## src/rtl/s15611_line_capture.sv

```systemverilog
// Ping-pong line capture for the S15611 sensor: ADC samples framed by line_start are
// written into one of two line banks while the other bank streams out on AXI4-Stream.
module s15611_line_capture #(
    parameter int NUMBER_OF_PIXEL = 128,
    parameter int ADC_WIDTH       = 12,
    parameter int TDATA_WIDTH     = 16,
    parameter int COUNT_WIDTH     = 16
) (
    input  logic                   master_clock,
    input  logic                   reset,
    input  logic                   line_start,
    input  logic                   sample_capture_trigger,
    input  logic [ADC_WIDTH-1:0]   adc_data,
    output logic [TDATA_WIDTH-1:0] m_axis_tdata,
    output logic                   m_axis_tvalid,
    input  logic                   m_axis_tready,
    output logic                   m_axis_tlast,
    output logic                   m_axis_tuser,
    output logic [COUNT_WIDTH-1:0] line_count,
    output logic [COUNT_WIDTH-1:0] dropped_count
);

    localparam int IDX_W = (NUMBER_OF_PIXEL > 1) ? $clog2(NUMBER_OF_PIXEL) : 1;
    localparam logic [IDX_W-1:0] LAST_IDX = IDX_W'(NUMBER_OF_PIXEL - 1);

    typedef enum logic {W_IDLE, W_FILL} wr_state_t;
    typedef enum logic [1:0] {R_IDLE, R_LOAD, R_STREAM} rd_state_t;

    wr_state_t wr_state, wr_next;
    rd_state_t rd_state, rd_next;

    logic [ADC_WIDTH-1:0] line_mem [2**(IDX_W+1)];
    logic [ADC_WIDTH-1:0] rd_data;
    logic [1:0]           bank_full;
    logic                 wr_bank, rd_bank;
    logic [IDX_W-1:0]     wr_idx, out_idx;

    logic start_ok, start_drop, fill_restart, wr_en, line_done;
    logic [IDX_W-1:0] wr_addr_idx, rd_addr_idx;
    logic handshake, beat_last, pkt_done, rd_en;

    // ---------------- write side ----------------
    always_ff @(posedge master_clock or posedge reset) begin
        // NOTE: state registers use non-blocking assignments so every flop samples pre-edge values.
        if (reset) wr_state <= W_IDLE;
        else       wr_state <= wr_next;
    end

    always_comb begin
        // NOTE: default assignment first keeps this combinational block from inferring a latch.
        wr_next = wr_state;
        case (wr_state)
            W_IDLE:  if (start_ok)  wr_next = W_FILL;
            W_FILL:  if (line_done) wr_next = W_IDLE;
            default: wr_next = W_IDLE;
        endcase
    end

    always_comb begin
        start_ok     = (wr_state == W_IDLE) && line_start && !bank_full[wr_bank];
        start_drop   = (wr_state == W_IDLE) && line_start &&  bank_full[wr_bank];
        fill_restart = (wr_state == W_FILL) && line_start;
        wr_en        = (wr_state == W_FILL) && sample_capture_trigger;
        // A restart with a coincident trigger lands that sample at index 0.
        wr_addr_idx  = fill_restart ? '0 : wr_idx;
        line_done    = wr_en && !line_start && (wr_idx == LAST_IDX);
    end

    always_ff @(posedge master_clock or posedge reset) begin
        if (reset) begin
            wr_idx  <= '0;
            wr_bank <= 1'b0;
        end else begin
            if (start_ok)
                wr_idx <= '0;
            else if (fill_restart)
                wr_idx <= sample_capture_trigger ? IDX_W'(1) : '0;
            else if (wr_en)
                wr_idx <= line_done ? '0 : wr_idx + IDX_W'(1);
            if (line_done)
                wr_bank <= ~wr_bank;
        end
    end

    // NOTE: the line RAM has no reset; bank_full gates every read, so stale contents are never seen.
    always_ff @(posedge master_clock) begin
        if (wr_en)
            line_mem[{wr_bank, wr_addr_idx}] <= adc_data;
    end

    // Full flags are set by the writer and cleared by the reader; they never hit the same bank at once.
    always_ff @(posedge master_clock or posedge reset) begin
        if (reset) begin
            bank_full <= 2'b00;
        end else begin
            for (int b = 0; b < 2; b++) begin
                if (line_done && (wr_bank == 1'(b)))
                    bank_full[b] <= 1'b1;
                else if (pkt_done && (rd_bank == 1'(b)))
                    bank_full[b] <= 1'b0;
            end
        end
    end

    // ---------------- read side ----------------
    always_ff @(posedge master_clock or posedge reset) begin
        if (reset) rd_state <= R_IDLE;
        else       rd_state <= rd_next;
    end

    always_comb begin
        rd_next = rd_state;
        case (rd_state)
            R_IDLE:   if (bank_full[rd_bank]) rd_next = R_LOAD;
            R_LOAD:   rd_next = R_STREAM;
            R_STREAM: if (pkt_done) rd_next = R_IDLE;
            default:  rd_next = R_IDLE;
        endcase
    end

    always_comb begin
        m_axis_tvalid = (rd_state == R_STREAM);
        beat_last     = (out_idx == LAST_IDX);
        handshake     = m_axis_tvalid && m_axis_tready;
        pkt_done      = handshake && beat_last;
        // Fetch the next pixel during the handshake cycle so beats run back-to-back.
        rd_en         = (rd_state == R_LOAD) || (handshake && !beat_last);
        rd_addr_idx   = (rd_state == R_STREAM) ? out_idx + IDX_W'(1) : '0;
        m_axis_tlast  = m_axis_tvalid && beat_last;
        m_axis_tuser  = m_axis_tvalid && (out_idx == '0);
        m_axis_tdata  = TDATA_WIDTH'(rd_data);
    end

    always_ff @(posedge master_clock or posedge reset) begin
        if (reset) begin
            rd_data <= '0;
        end else if (rd_en) begin
            rd_data <= line_mem[{rd_bank, rd_addr_idx}];
        end
    end

    always_ff @(posedge master_clock or posedge reset) begin
        if (reset) begin
            out_idx <= '0;
            rd_bank <= 1'b0;
        end else begin
            if (rd_state == R_LOAD)
                out_idx <= '0;
            else if (handshake && !beat_last)
                out_idx <= out_idx + IDX_W'(1);
            if (pkt_done)
                rd_bank <= ~rd_bank;
        end
    end

    // ---------------- statistics ----------------
    always_ff @(posedge master_clock or posedge reset) begin
        if (reset) begin
            line_count    <= '0;
            dropped_count <= '0;
        end else begin
            if (pkt_done)
                line_count <= line_count + COUNT_WIDTH'(1);
            if ((start_drop || fill_restart) && (dropped_count != '1))
                dropped_count <= dropped_count + COUNT_WIDTH'(1);
        end
    end

endmodule

```

## config.mk

```make
export PLATFORM = sky130hd
export DESIGN_NAME = s15611_line_capture
export DESIGN_NICKNAME = d
export VERILOG_FILES = /design/src/rtl/s15611_line_capture.sv
export SDC_FILE = /design/constraint.sdc
export NUM_CORES = 2
export LEC_CHECK = 0
export CORE_UTILIZATION = 40
export DETAILED_ROUTE_END_ITERATION = 7
export HOLD_SLACK_MARGIN = 0.05
export PLACE_DENSITY = 0.55
export REMOVE_ABC_BUFFERS = 1
export SETUP_SLACK_MARGIN = 0.1
export SLEW_MARGIN = 30
export SYNTH_ARGS = -nofsm -noshare
export SYNTH_HDL_FRONTEND = slang
export SYNTH_SLANG_ARGS = --single-unit
```

## constraint.sdc

```tcl
create_clock -name master_clock -period 4.1 [get_ports master_clock]
set_input_delay 0.41 -clock master_clock [delete_from_list [all_inputs] [get_ports master_clock]]
set_output_delay 0.41 -clock master_clock [all_outputs]
set_load 0.005 [all_outputs]
```

==> Yosys cells after proc, flatten, opt, wreduce, memory -nomap -nowiden <==
Memories as Yosys holds them, arrays and structs flattened. A register that Yosys moved wholly into a read port is not among the register bits.
Cells that the tools add are included.
{ "word_totals": {"mem_bits_rw": 3072, "elab_cells": 81, "out_inout_bits": 51, "mem_count": 1, "ff_bits": 53, "input_bits": 17} }
{ "mem_list": {"columns": ["name", "depth", "width", "rd", "rd_ports_with_merged_regs", "write_ports", "line_no", "text"], "rows": [
  ["line_mem", 256, 12, 1, 1, 1, "32", "logic [ADC_WIDTH-1:0] line_mem [2**(IDX_W+1)];"]
]} }
{ "op_classes": {"reduce_logical": 29, "n_mux": 25, "n_eq_ne": 7, "bitwise": 3, "add_sub_neg": 4, "order_cmp": 2} }
{ "op_table": {"columns": ["cell", "n"], "rows": [
  ["7-bit two-way mux", 8],
  ["16-bit by 1-bit adder with 16-bit output (second input constant)", 2],
  ["1-bit logical AND", 17],
  ["16-bit != test (second input constant)", 1],
  ["7-bit by 1-bit adder with 7-bit output (second input constant)", 2],
  ["7-bit == test (second input constant)", 2],
  ["1-bit two-way mux", 13],
  ["7-bit zero test", 1],
  ["2-bit case mux with 3 select lines", 1],
  ["2-bit nonzero test", 3],
  ["1-bit by 2-bit < comparator with 1-bit output (second input constant)", 2],
  ["2-bit two-way mux", 2],
  ["1-bit zero test", 3],
  ["1-bit inverter", 3],
  ["3-bit nonzero test", 1],
  ["2-bit by 1-bit == test with 1-bit output (second input constant)", 1],
  ["2-bit == test (second input constant)", 1],
  ["2-bit zero test", 1],
  ["1-bit logical OR", 2],
  ["2-bit by 1-bit != test with 1-bit output (second input constant)", 1],
  ["2-bit != test (second input constant)", 1],
  ["1-bit case mux with 2 select lines", 1],
  ["2-bit AND reduction", 1]
]} }

==> Longest topological paths before layout <==
{ "logic_depth": {"depth_word": 7, "mapped_depth": 21, "depth_no_buf": 11} }

==> Least setup slack after synthesis <==
Ideal clock, no wire load.
{ "synth_timing": {"path_type": "register -> register", "start": "reg out_idx[0]", "end": "reg rd_data[9], read port of line_mem", "arrival_ps": 4107, "n_path_buf": 10, "setup_ps": 87, "path_stages_with_launch": 22, "synth_period_minus_slack_ps": 4194, "path_slack_ps": -94, "path_cell_list": "dfrtp_1 -> inv_1 -> buf_2 -> buf_2 -> buf_1 -> buf_1 -> clkbuf_1 -> ha_1 -> buf_2 -> inv_1 -> clkbuf_1 -> nand3_2 -> buf_2 -> buf_2 -> buf_2 -> o22ai_1 -> nor2_1 -> o41ai_1 -> nand3_1 -> o311ai_1 -> o311ai_1 -> o211ai_1"} }
{ "synth_via": {"elab_chain_len": 4, "elab_cells_between_ends": 6} }
{ "synth_rtl": {"columns": ["element", "line_no", "text"], "rows": [
  ["start: declaration", "36", "logic [IDX_W-1:0] wr_idx, out_idx;"],
  ["start signal: assignment", "150", "out_idx <= out_idx + IDX_W'(1);"],
  ["branches (longest 4 deep; another with 7-bit by 1-bit adder with 7-bit output)", null, null],
  ["end: declaration", "33", "logic [ADC_WIDTH-1:0] rd_data;"]
]} }
Parallel ways; which one is timed is not known.
A chain may end at the register's enable or synchronous reset.

==> Final worst setup path <==
{ "layout_timing": {"start": "reg out_idx[0]", "end": "reg rd_data[6], read port of line_mem"} }
Same word-level chain as after synthesis.

==> flow_metrics.env <==
export IMPL_crit_path_max_fanout=18
export IMPL_synth_largest_area_cell="edfxtp_1"
export IMPL_grt_pass1_vias=78100
export IMPL_synthTopCellsByArea="edfxtp_1 74%, nand2_1 3.5%, mux4_2 2.0%"
export IMPL_min_period_ps=4090
export IMPL_rr_startpoint="out_idx[0]"
export IMPL_grt_pass1_wl_mm=611
export IMPL_tightest_slew_ps=1100
export IMPL_p_total_mw=100
export IMPL_clock_latency_ps=950
export IMPL_synth_top_area_share_pct=74.1
export IMPL_place_hpwl_mm=271
export IMPL_coreArea_um2=309000
export IMPL_ys_ff_latch=3137
export IMPL_status="finished with violations"
export IMPL_cp_required_ps=4970
export IMPL_drv_slew=0
export IMPL_via_count=81700
export IMPL_synth_adder_area_share_pct=0.0503
export IMPL_async_reset_ff_share_pct=2.07
export IMPL_io_pins=68
export IMPL_drt_pass1_iterations=8
export IMPL_hold_path_cell_count=1
export IMPL_synth_warnings=0
export IMPL_drt_wirelength_per_cell_um=32.7
export IMPL_synthToLayoutAreaGrowth_pct=18.4
export IMPL_startpoint_type="register"
export IMPL_final_nets=9062
export IMPL_post_place_ws_ps=-324
export IMPL_fp_dieH_um=560
export IMPL_r2r_slack_ps=8
export IMPL_synth_compound_area_share_pct=9.62
export IMPL_max_slew_margin_rel_pct=26.8
export IMPL_gr_usage_met1_pct=37.3
export IMPL_antenna_found_initial=16
export IMPL_synth_top_family_by_area="compound AO/OA/AOI/OAI gates"
export IMPL_drcViolationCount=2
export IMPL_cp_top_family="simple AND/OR/NAND/NOR gates"
export IMPL_grt_overflow=0
export IMPL_netlist_instances=8327
export IMPL_clkSinkCount=3137
export IMPL_timing_final_crit_share_pct=99.8
export IMPL_crit_buf_inv=4
export IMPL_fin_area_um2=147000
export IMPL_syn_area_per_cell_um2=14.9
export IMPL_synthSimpleGateAreaFrac_pct=8.67
export IMPL_hold_violations=0
export IMPL_synthMuxAreaShare_pct=3.55
export IMPL_postRouteAntennaNets=0
export IMPL_skew_ps=67.2
export IMPL_critPathMostFrequentCell="buf_4"
export IMPL_cpPeakStageDelay_ps=540
export IMPL_clockRootBuffer="clkbuf_16"
export IMPL_fillers=26500
export IMPL_min_from="adc_data[11]"
export IMPL_synth_xor_area_share_pct=0.294
export IMPL_critPathSlowestCell="dfrtp_4"
export IMPL_globalRouteMet3Util_pct=4.66
export IMPL_initial_core_util_pct=40.3
export IMPL_setup_violations=0
export IMPL_drt_iter0_markers=11500
export IMPL_grt_max_degree=139
export IMPL_netlist_cell_type_count=86
export IMPL_clk_pin_slew_ps=70
export IMPL_drive_above_1_share_pct=17.5
export IMPL_numCtsBuffers=334
export IMPL_port_buffers=63
export IMPL_placementRows=204
export IMPL_grt_use_total_pct=27.3
export IMPL_hold_class="in -> reg"
export IMPL_synth_edf_count=3072
export IMPL_leakage_nw=48.2
export IMPL_fp_dieW_um=560
export IMPL_fp_dieArea_um2=313000
export IMPL_viasPerCell=6.09
export IMPL_worst_setup_path_end_kind="register"
export IMPL_synth_area_um2=124000
export IMPL_routed_wl_mm=440
export IMPL_ys_seq_area_share_pct=75.4
export IMPL_crit_type="reg -> reg"
export IMPL_seqCellArea_um2=93900
export IMPL_finalSetupTns_ps=0
export IMPL_violations="design-rule violations"
export IMPL_synthFlopType="edfxtp_1"
export IMPL_rsz0062_at_grt="true"
export IMPL_multiInputGateArea_um2=28200
export IMPL_ir_worst_vdd_v=0.000660
export IMPL_post_dp_cell_area_um2=136000
export IMPL_grt_most_used_layer="met2"
export IMPL_maxCapViolCount=0
export IMPL_cellPowerDensity_nw_per_um2=679
export IMPL_globalplace_congestion=0.915
export IMPL_rr_worst_depth=13
export IMPL_arrival_ps=4960
export IMPL_crit_chain="buf_16 -> or3b_4 -> buf_12 -> nor2_2 -> buf_4 -> a221oi_1 -> a21o_1 -> a211oi_1 -> o41ai_1 -> buf_4 -> o211ai_1 -> or3b_1 -> nand3_1"
export IMPL_finalWorstSetupSlack_ps=7.87
export IMPL_cts_tree="built"
export IMPL_holdPathEnd="line_mem[203][11]"
export IMPL_regToRegEndpoint="rd_data[6]"
export IMPL_met2_usage_pct=42.8
export IMPL_clock_path_buffers=4
export IMPL_cts_htree_levels=5
export IMPL_fmax_ghz=0.244
metal layers:
metal  part of all wire (%)  vias to the layer above
met2                     46                     4817
met1                     39                    41900
li1                       -                    34100
met4                    5.3                       10
met3                     10                      938
met5                  0.018                        -
cells by family after synthesis:
| family | after synthesis |
|---|---|
| buf+inv | 641 |
| fa+ha+maj | 5 |
| compound gates | 1785 |
| xor+xnor | 40 |
| mux | 298 |
| simple gates | 2420 |
| other cells | 1 |
| flops | 3137 |
cell type report:
| class | count | share of cell area [%] |
|---|---|---|
| timing repair buffer | 1000 | 6.36 |
| tap | 4120 | 3.50 |
| clock buffer | 434 | 6.07 |
| antenna | 4 | 0.00680 |
| inverter | 15 | 0.0476 |
| sequential | 3137 | 63.7 |
| multi-input combinational | 4552 | 19.1 |
| clock inverter | 163 | 1.16 |
placed cells by master, fill, tap and decap left out, types with 17 or more instances in the layout:
cell | Yosys | final
a211oi_1 | 74 | 72
a21oi_1 | 491 | 486
a221oi_1 | 19 | 17
a22oi_1 | 18 | 17
a2bb2oi_1 | 20 | 20
a31oi_1 | 133 | 132
a32oi_1 | 19 | 18
and3_1 | 30 | 30
buf_12 | 0 | 115
buf_4 | 29 | 796
bufinv_16 | 0 | 19
clkbuf_1 | 230 | 82
clkbuf_16 | 0 | 341
clkdlybuf4s50_1 | 0 | 51
clkinv_1 | 1 | 65
clkinv_2 | 0 | 45
dfrtp_1 | 65 | 64
edfxtp_1 | 3072 | 3072
mux2_2 | 34 | 32
mux2i_1 | 152 | 151
mux4_2 | 110 | 110
nand2_1 | 1145 | 1137
nand2b_1 | 19 | 17
nand3_1 | 202 | 193
nand4_1 | 59 | 59
nor2_1 | 418 | 413
nor2b_1 | 20 | 20
nor3_1 | 226 | 212
o2111ai_1 | 17 | 17
o211ai_1 | 241 | 241
o21ai_0 | 187 | 184
o21ai_1 | 19 | 19
o221ai_1 | 204 | 204
o22ai_1 | 134 | 134
o32ai_1 | 24 | 24
o41ai_1 | 33 | 31
or3_1 | 238 | 238
xnor2_1 | 23 | 23
sequential cells by signal, indices dropped and copies added, names as in the netlist, 2 cells and up:
name / cells
line_mem: 3072
dropped_count: 16
line_count: 16
rd_data: 12
out_idx: 7
wr_idx: 7
bank_full: 2
rd_state: 2
worst max path at each step:
stage,to,depth (start not counted),startpoint,slack (ps)
finish,rd_data[6],13,out_idx[0],8
global route,rd_data[9],16,out_idx[0],30
CTS,rd_data[3],12,out_idx[0],2
detailed placement,rd_data[3],13,out_idx[1],-320
global placement,rd_data[1],13,rd_state[0],-500
floorplan,rd_data[4],10,out_idx[0],-31110
timing repair:
item                                    in CTS  in global routing
setup buffers                                3                 10
gates resized for setup                     24                 39
cloned                                       0                  4
pin swaps                                    0                 13
hold buffers                                11                  1
endpoints found under the hold margin      388                 26
endpoints found under the setup margin      14                 12
report_power, final:
group          leakage [nW]  internal (mW)  switching [mW]
Sequential             28.4           35.3           0.359
Clock                  5.17           16.7            12.9
Combinational          14.6           11.5            23.3
worst reg2reg max path, stage by stage, from the launching register on:
cell	delay (ps)
dfrtp_4	540
buf_16	210
or3b_4	450
buf_12	200
nor2_2	420
buf_4	430
a221oi_1	170
a21o_1	260
a211oi_1	330
o41ai_1	140
buf_4	160
o211ai_1	110
or3b_1	490
nand3_1	120
per-stage QoR:
stage	hold slack [ps]	utilization (%)	cells
final	122	47.7	13400
after global placement	467	44.0	12800
after detailed placement	464	44.0	12800
after CTS	76.0	47.5	13400
after global routing	131	47.7	13400
after floorplan	468	-	7704
synth_stat cells, drive strengths merged, types with 65 or more instances:
| cell type | n |
|---|---|
| clkbuf | 230 |
| a31oi | 133 |
| or3 | 238 |
| nand3 | 203 |
| a21oi | 492 |
| a211oi | 74 |
| nor2 | 419 |
| buf | 396 |
| dfrtp | 65 |
| nor3 | 229 |
| edfxtp | 3072 |
| o221ai | 204 |
| nand2 | 1145 |
| o22ai | 134 |
| o211ai | 241 |
| mux4 | 110 |
| o21ai | 206 |
| mux2i | 154 |
(Power assumes the default switching activity.)
